[src/rtl/types_pkg.sv]
// types_pkg: shared time-of-day types, timing constants and converter FSM states.
// Contents:
//   time_t        - packed BCD hh:mm:ss.mmm, one 4-bit digit per field, most significant first
//   SEC_PER_*     - seconds per day, hour and minute
//   tod_state_t   - states of the binary-to-BCD time-of-day converter
package types_pkg;
  typedef struct packed {
    logic [3:0] t_10h, t_1h, t_10m, t_1m, t_10s, t_1s, t_100ms, t_10ms, t_1ms;
  } time_t;
  localparam int unsigned SEC_PER_DAY  = 86400;
  localparam int unsigned SEC_PER_HOUR = 3600;
  localparam int unsigned SEC_PER_MIN  = 60;
  typedef enum logic [3:0] {
    IDLE, ADJ, D_DAY, D_HR, D_MIN, D_H10, D_M10, D_S10, DONE
  } tod_state_t;
endpackage

[src/rtl/tod_bcd_conv_divmod.sv]
// seq_divmod: unsigned restoring divider, one quotient bit per cycle.
// Ports:
//   clk, rst_n          - clock, asynchronous active-low reset (clears the divider)
//   start               - 1-cycle pulse; captures dividend and divisor
//   dividend, divisor   - W-bit unsigned operands
//   done                - 1-cycle pulse W+1 cycles after start; quot/rem valid then
//   quot, rem           - W-bit quotient and remainder
module seq_divmod #(
  parameter int W = 34
) (
  input  logic         clk,
  input  logic         rst_n,
  input  logic         start,
  input  logic [W-1:0] dividend,
  input  logic [W-1:0] divisor,
  output logic         done,
  output logic [W-1:0] quot,
  output logic [W-1:0] rem
);
  localparam int CW = $clog2(W + 1);
  logic [CW-1:0] cnt_q;
  logic [W-1:0]  dvs_q;
  logic [W:0]    trial;
  logic          ge;
  // quot doubles as the dividend shift register; its MSB feeds the partial remainder
  assign trial = {rem, quot[W-1]};
  assign ge    = trial >= {1'b0, dvs_q};
  always_ff @(posedge clk or negedge rst_n) begin
    if (!rst_n) begin
      cnt_q <= '0;
      dvs_q <= '0;
      quot  <= '0;
      rem   <= '0;
      done  <= 1'b0;
    end else begin
      done <= cnt_q == CW'(1);
      if (start) begin
        cnt_q <= CW'(W);
        dvs_q <= divisor;
        quot  <= dividend;
        rem   <= '0;
      end else if (cnt_q != '0) begin
        cnt_q <= cnt_q - CW'(1);
        quot  <= {quot[W-2:0], ge};
        rem   <= ge ? W'(trial - {1'b0, dvs_q}) : trial[W-1:0];
      end
    end
  end
endmodule

[src/rtl/tod_bcd_conv.sv]
// tod_bcd_conv: converts NTP seconds plus a signed timezone offset into a BCD time-of-day set word.
// Ports:
//   clk, rst_n   - clock, asynchronous active-low reset
//   load         - 1-cycle request; samples sec_in and tz_off when idle
//   sec_in       - unsigned NTP seconds
//   tz_off       - signed timezone offset in seconds
//   busy         - conversion in progress (includes the set cycle)
//   set          - 1-cycle pulse when set_time is updated
//   set_time     - BCD hh:mm:ss.000, held between conversions
//   load_err     - 1-cycle pulse when load arrives while busy
module tod_bcd_conv
  import types_pkg::*;
#(
  parameter int DIV_W = 34,
  parameter int TZ_W  = 18
) (
  input  logic            clk,
  input  logic            rst_n,
  input  logic            load,
  input  logic [31:0]     sec_in,
  input  logic [TZ_W-1:0] tz_off,
  output logic            busy,
  output logic            set,
  output time_t           set_time,
  output logic            load_err
);
  tod_state_t       state_q;
  logic [31:0]      sec_q;
  logic [TZ_W-1:0]  tz_q;
  logic [DIV_W-1:0] dvd_q, dvs_q, adj_raw, adj, dv_q, dv_r;
  logic             go_q, dv_done;
  logic [4:0]       hr_q;
  logic [5:0]       mn_q, sc_q;
  logic [3:0]       h10_q, h1_q, m10_q, m1_q;
  logic             unused_ok;
  assign adj_raw   = DIV_W'(sec_q) + {{(DIV_W-TZ_W){tz_q[TZ_W-1]}}, tz_q};
  // a negative sum can only come from a westward offset exceeding sec_in; wrap into the previous day
  assign adj       = adj_raw[DIV_W-1] ? adj_raw + DIV_W'(SEC_PER_DAY) : adj_raw;
  assign unused_ok = ^dv_q[DIV_W-1:6];
  seq_divmod #(.W(DIV_W)) u_div (
    .clk      (clk),
    .rst_n    (rst_n),
    .start    (go_q),
    .dividend (dvd_q),
    .divisor  (dvs_q),
    .done     (dv_done),
    .quot     (dv_q),
    .rem      (dv_r)
  );
  always_ff @(posedge clk or negedge rst_n) begin
    if (!rst_n) begin
      state_q  <= IDLE;
      sec_q    <= '0;
      tz_q     <= '0;
      dvd_q    <= '0;
      dvs_q    <= '0;
      go_q     <= 1'b0;
      hr_q     <= '0;
      mn_q     <= '0;
      sc_q     <= '0;
      h10_q    <= '0;
      h1_q     <= '0;
      m10_q    <= '0;
      m1_q     <= '0;
      busy     <= 1'b0;
      set      <= 1'b0;
      set_time <= '0;
      load_err <= 1'b0;
    end else begin
      go_q     <= 1'b0;
      set      <= 1'b0;
      load_err <= load && state_q != IDLE;
      case (state_q)
        IDLE: if (load) begin
          sec_q   <= sec_in;
          tz_q    <= tz_off;
          busy    <= 1'b1;
          state_q <= ADJ;
        end
        ADJ: begin
          dvd_q   <= adj;
          dvs_q   <= DIV_W'(SEC_PER_DAY);
          go_q    <= 1'b1;
          state_q <= D_DAY;
        end
        D_DAY: if (dv_done) begin
          dvd_q   <= dv_r;
          dvs_q   <= DIV_W'(SEC_PER_HOUR);
          go_q    <= 1'b1;
          state_q <= D_HR;
        end
        D_HR: if (dv_done) begin
          hr_q    <= dv_q[4:0];
          dvd_q   <= dv_r;
          dvs_q   <= DIV_W'(SEC_PER_MIN);
          go_q    <= 1'b1;
          state_q <= D_MIN;
        end
        D_MIN: if (dv_done) begin
          mn_q    <= dv_q[5:0];
          sc_q    <= dv_r[5:0];
          dvd_q   <= DIV_W'(hr_q);
          dvs_q   <= DIV_W'(10);
          go_q    <= 1'b1;
          state_q <= D_H10;
        end
        D_H10: if (dv_done) begin
          h10_q   <= dv_q[3:0];
          h1_q    <= dv_r[3:0];
          dvd_q   <= DIV_W'(mn_q);
          go_q    <= 1'b1;
          state_q <= D_M10;
        end
        D_M10: if (dv_done) begin
          m10_q   <= dv_q[3:0];
          m1_q    <= dv_r[3:0];
          dvd_q   <= DIV_W'(sc_q);
          go_q    <= 1'b1;
          state_q <= D_S10;
        end
        D_S10: if (dv_done) begin
          set_time <= '{t_10h: h10_q, t_1h: h1_q, t_10m: m10_q, t_1m: m1_q,
                        t_10s: dv_q[3:0], t_1s: dv_r[3:0], default: 4'd0};
          set      <= 1'b1;
          state_q  <= DONE;
        end
        DONE: begin
          busy    <= 1'b0;
          state_q <= IDLE;
        end
        default: state_q <= IDLE;
      endcase
    end
  end
endmodule

[config.mk]
export PLATFORM = sky130hd
export DESIGN_NAME = tod_bcd_conv
export DESIGN_NICKNAME = d
export VERILOG_FILES = /design/src/rtl/types_pkg.sv /design/src/rtl/tod_bcd_conv_divmod.sv /design/src/rtl/tod_bcd_conv.sv
export SDC_FILE = /design/constraint.sdc
export NUM_CORES = 1
export LEC_CHECK = 0
export CAP_MARGIN = 40
export CORE_UTILIZATION = 60
export DETAILED_ROUTE_END_ITERATION = 12
export HOLD_SLACK_MARGIN = 0.03
export PLACE_DENSITY = 0.8
export SLEW_MARGIN = 10
export SYNTH_ARGS = -nofsm -noshare
export SYNTH_HDL_FRONTEND = slang
export SYNTH_HIERARCHICAL = 1
export SYNTH_SLANG_ARGS = --single-unit
[constraint.sdc]
create_clock -name clk -period 9.4 [get_ports clk]
set_clock_uncertainty 0.15 [all_clocks]
set_input_delay 1.88 -clock clk [delete_from_list [all_inputs] [get_ports clk]]
set_output_delay 1.88 -clock clk [all_outputs]
set_load 0.1 [all_outputs]
Word-level counts from Yosys, hierarchy flattened
Cells that the tools add are included.

Flip-flop bits (word level): 292. Latch bits: 0. Memory bits (writable): 0. Bits in read-only memories: 0. Input port bits: 53. Output and inout bits: 39. Memories kept: 0.

Add/sub/neg operators: 4. $mul: 0. Div/mod/pow operators: 0. Magnitude comparators: 1. Equality and inequality tests: 17. Shift operators: 0. Muxes and demuxes: 30. Bitwise gates (word level): 0. Reduce and logical (&&, ||, !) cells: 20.

Operator list (count): $mux W34 (13); $pmux W34 S5 (1); $pmux W34 S4 (1); $ge A35 B34 Y1 (1); $add A33 B18 Y34 (1); $add A34 B17 Y34 const B (1); $sub A34 B34 Y34 (1); $pmux W4 S8 (1); $mux W4 (7); $eq A4 B3 Y1 const B (4); $ne A2 B1 Y1 const B (7); $reduce_and A2 Y1 (7); $mux W6 (2); $eq A4 B2 Y1 const B (2); $reduce_bool A4 Y1 (2); $reduce_and A7 Y1 (1); $eq A6 B1 Y1 const B (1); $reduce_bool A6 Y1 (1); $sub A6 B1 Y6 const B (1); $reduce_and A5 Y1 (1); $reduce_bool A5 Y1 (1); $reduce_or A5 Y1 (1); $eq A4 B1 Y1 const B (1); $eq A4 B4 Y1 const B (1); 8 further kinds (12).

Depth between registers and ports, before layout
Depth after elaboration: 4. Depth in mapped cells: 15. Gate-level depth less buffers: 15.

Cells and area by module
The synthesis kept the hierarchy.

Modules (own cells, without submodules): tod_bcd_conv (times used 1, cells each 879, area each 9033.7 um^2); seq_divmod (times used 1, cells each 814, area each 6906.6 um^2).

Worst setup path before layout
OpenSTA, ideal clock, no wires.

Kind: flip-flop to flip-flop. Start: reg tz_q[17]. End: reg dvd_q[31]. Library setup time: 135 ps. Arrival: 3520 ps. Required time: 9115 ps. Setup slack: 5595 ps. Stages on the path, launching flop included: 11. Buffers on the path: 0. Clock period less this slack: 3805 ps. Path through: dfrtp_1 -> ha_1 -> a21o_1 -> o41a_4 -> a2111oi_4 -> nand3_2 -> a211oi_2 -> nand4_2 -> or4_1 -> xnor2_1 -> o22ai_1.

Word-level cells in the longest chain between the ends: 4.

Ends and longest elaborated chain: start, declared (line tod_bcd_conv.sv:29) `logic [TZ_W-1:0] tz_q;`; start signal, assigned (line tod_bcd_conv.sv:76) `tz_q <= tz_off;`; $add A33 B18 Y34 (*) (line tod_bcd_conv.sv:36) `assign adj_raw = DIV_W'(sec_q) + {{(DIV_W-TZ_W){tz_q[TZ_W-1]}}, tz_q};`; $add A34 B17 Y34 (line tod_bcd_conv.sv:38) `assign adj = adj_raw[DIV_W-1] ? adj_raw + DIV_W'(SEC_PER_DAY) : adj_raw;`; $mux W34 (*) (line tod_bcd_conv.sv:38); $pmux W34 S5 (*) (line tod_bcd_conv.sv:73) `case (state_q)`; end signal, assigned (line tod_bcd_conv.sv:81) `dvd_q <= adj;`; end signal, assigned (line tod_bcd_conv.sv:87) `dvd_q <= dv_r;`; end signal, assigned (line tod_bcd_conv.sv:94) `dvd_q <= dv_r;`; end, declared (line tod_bcd_conv.sv:30) `logic [DIV_W-1:0] dvd_q, dvs_q, adj_raw, adj, dv_q, dv_r;`.

Mark *: on every way between the ends. The rest lies on a longest branch, timed or not. A chain may end at the register's enable or synchronous reset.

Worst setup path after layout
Ends and elaborated chain as after synthesis.

==> out/metrics.cfg <==
[status]
status=complete, no violations

[sta]
setup_viol=0
relSlewSlack=0.407
slew_violations=0
fin_crit_sh=0.473
setup-tns-final_ns=0
tightest_slew_ns=0.889
grt_setup_unrepaired=no
hold_violations=0
hold_ws_ns=0.331
maxClockFrequency_mhz=225
period_minus_slack_ns=4.44

[logic_synthesis]
synth_edf_count=0
synthCells=1693
synth-main-ff-cell=dfrtp_1
avgSynthCellArea_um2=9.42
synth_area_um2=15900
seq_area_frac_synth=0.414
synth_cell_type_count=88
ys_async_sr_fraction=1.00
ys_warn_count=6
ys_ff_latch=264

[finish]
layout_common_cells=dfrtp_1, nand2_1, nor2_1, o21ai_0, a21oi_1
n_fill_cell=1940
fin_nets=1895
fin_cells=2128
n_antenna_cell=0
area_growth_pct=15.2
final_common_cell=dfrtp_1
layout-drive-gt1-share=0.134

[floorplan]
ios=92
start_util=0.612
rows=59
chipWidth_um=165
core_area_um2=26100
die_area_um2=27200
die_h_um=165

[drt]
dr.pass1.iters=5
drc=0
viasPerCell=6.10
wl_per_cell_um=18.5
num_vias=13000
drt_iter0_drc=1012
drtAntennaViolNets=0
routed_wirelength_um=39300

[worst_setup_path]
crit_chain=ha_1, a21oi_1, o21ai_0, o41a_4, a2111oi_4, nand3_2, a211oi_2, nand4_2, or4_1, xnor2_1, o22ai_1
cpPeakStageDelay_ns=0.87
path_max_fanout=23
worstSetupPathType=reg -> reg
worstPathArrival_ns=4.70
critPathLaunchType=register
critPathCaptureType=register
crit_slowest_cell=dfrtp_1
crit_required_ns=9.66

[clock_network]
post_cts_buffers=0
clock_path_buffers=3
cts_buffers=29
ctsResizeCount=0
clk_pin_slew_worst_paths_ns=0.06
clock_sinks=264
cts_tree=built
root_buffer=clkbuf_16
cts_hold_buf=0
htree_num_levels=1
clock_latency_ns=0.57

[placed_design]
gp_congestion=0.916
port_buffers=79
dp_cells=2074
dp_hpwl_um=27400

[global_routing]
use_met3=0.0447
met2_usage=0.488
globalRoute.totalOverflow=0
busiest_layer=met2
grt_pass1_vias=12700
grt_start_max_net_pins=159
grt_util_all_layers=0.294
antenna_found_initial=0
use_met1=0.394
grt_pass1_wl_um=64000

[hold_path]
min_path_type=reg -> reg

[flow_run]
maxCapViolations=0

==> path summary, 6_finish.rpt <==
kind | startpoint | to | slack [ns] | cells past startpoint
worst max-delay path | tz_q[17] | dvd_q[31] | 4.96 | 11
worst min-delay path | dvd_q[8] | u_div/quot[8] | 0.33 | 2
worst max register to register | tz_q[17] | dvd_q[31] | 4.96 | 11
worst min register to register | dvd_q[8] | u_div/quot[8] | 0.33 | 2
max in group asynchronous | rst_n | go_q | 6.57 | 2
min in group asynchronous | rst_n | u_div/dvs_q[30] | 1.17 | 1
==> worst max-delay path, delay by kind of cell (launching register included) <==
kind,cells,cell delay (ns)
fa+ha+maj,1,0.49
xor+xnor,1,0.17
compound gates,6,1.69
flops,1,0.87
simple gates,3,0.91
==> cell type report <==
type,count,area (um^2),area share
tap,335,419,0.0228
clock inverter,14,173,0.00941
clock buffer,40,797,0.0434
multi-input combinational,1296,8770,0.478
sequential,264,6610,0.360
timing repair buffer,120,1370,0.0747
inverter,59,221,0.0121
==> cell usage after synthesis, types with 10 or more instances <==
cell | number | share of area
nand2_1 | 175 | 0.041
mux2i_1 | 48 | 0.030
nor2_1 | 141 | 0.033
dfrtp_1 | 264 | 0.41
nor3_1 | 67 | 0.021
o21ai_0 | 126 | 0.040
a221oi_1 | 13 | 0.0071
nand3_1 | 17 | 0.0053
o22ai_1 | 16 | 0.0063
clkbuf_1 | 60 | 0.014
a21o_1 | 25 | 0.012
buf_2 | 13 | 0.0041
nand2b_1 | 13 | 0.0051
and2_1 | 10 | 0.0039
xnor2_1 | 49 | 0.027
and3_1 | 21 | 0.0082
buf_1 | 13 | 0.0031
nor4_1 | 23 | 0.0090
buf_4 | 18 | 0.0085
a211oi_1 | 18 | 0.0085
mux2_2 | 108 | 0.076
xor2_1 | 28 | 0.015
inv_1 | 58 | 0.014
nand4_1 | 13 | 0.0051
o211ai_1 | 11 | 0.0052
ha_1 | 70 | 0.055
nor2b_1 | 16 | 0.0063
a21oi_1 | 111 | 0.035
==> layer usage <==
metal / part of all wire / vias up
met4: 0.028 / 0
li1: - / 6181
met2: 0.47 / 423
met1: 0.44 / 6294
met5: 0 / -
met3: 0.066 / 89
==> through the flow <==
stage                     instance area [um^2]  worst slack (ns)   util
after floorplan                          16100              5.60      -
after global placement                   16900              5.11  0.649
after detailed placement                 17400              4.99  0.667
after CTS                                18400              4.99  0.705
after global routing                     18400              4.63  0.705
final                                    18400              4.96  0.705
==> sequential cells by signal, summed over array words and instances, names as in the netlist, 18 cells and up <==
signal	count
tz_q	18
dvd_q	34
u_div/rem	34
set_time	24
u_div/quot	34
u_div/dvs_q	34
sec_q	32
==> cell families (layout without fill, tap and decap cells) <==
group           after synthesis  in the layout  share of synthesized area
flops                       264            264                      0.414
compound gates              424            424                      0.175
other cells                   1             33                   0.000235
mux                         156            156                      0.106
fa+ha+maj                    72             72                     0.0575
xor+xnor                     77             77                     0.0423
simple gates                534            534                      0.159
buf+inv                     165            233                     0.0451
Power is not shown: default switching activity piles up to over one toggle a cycle in this logic, so the estimate is an artifact.
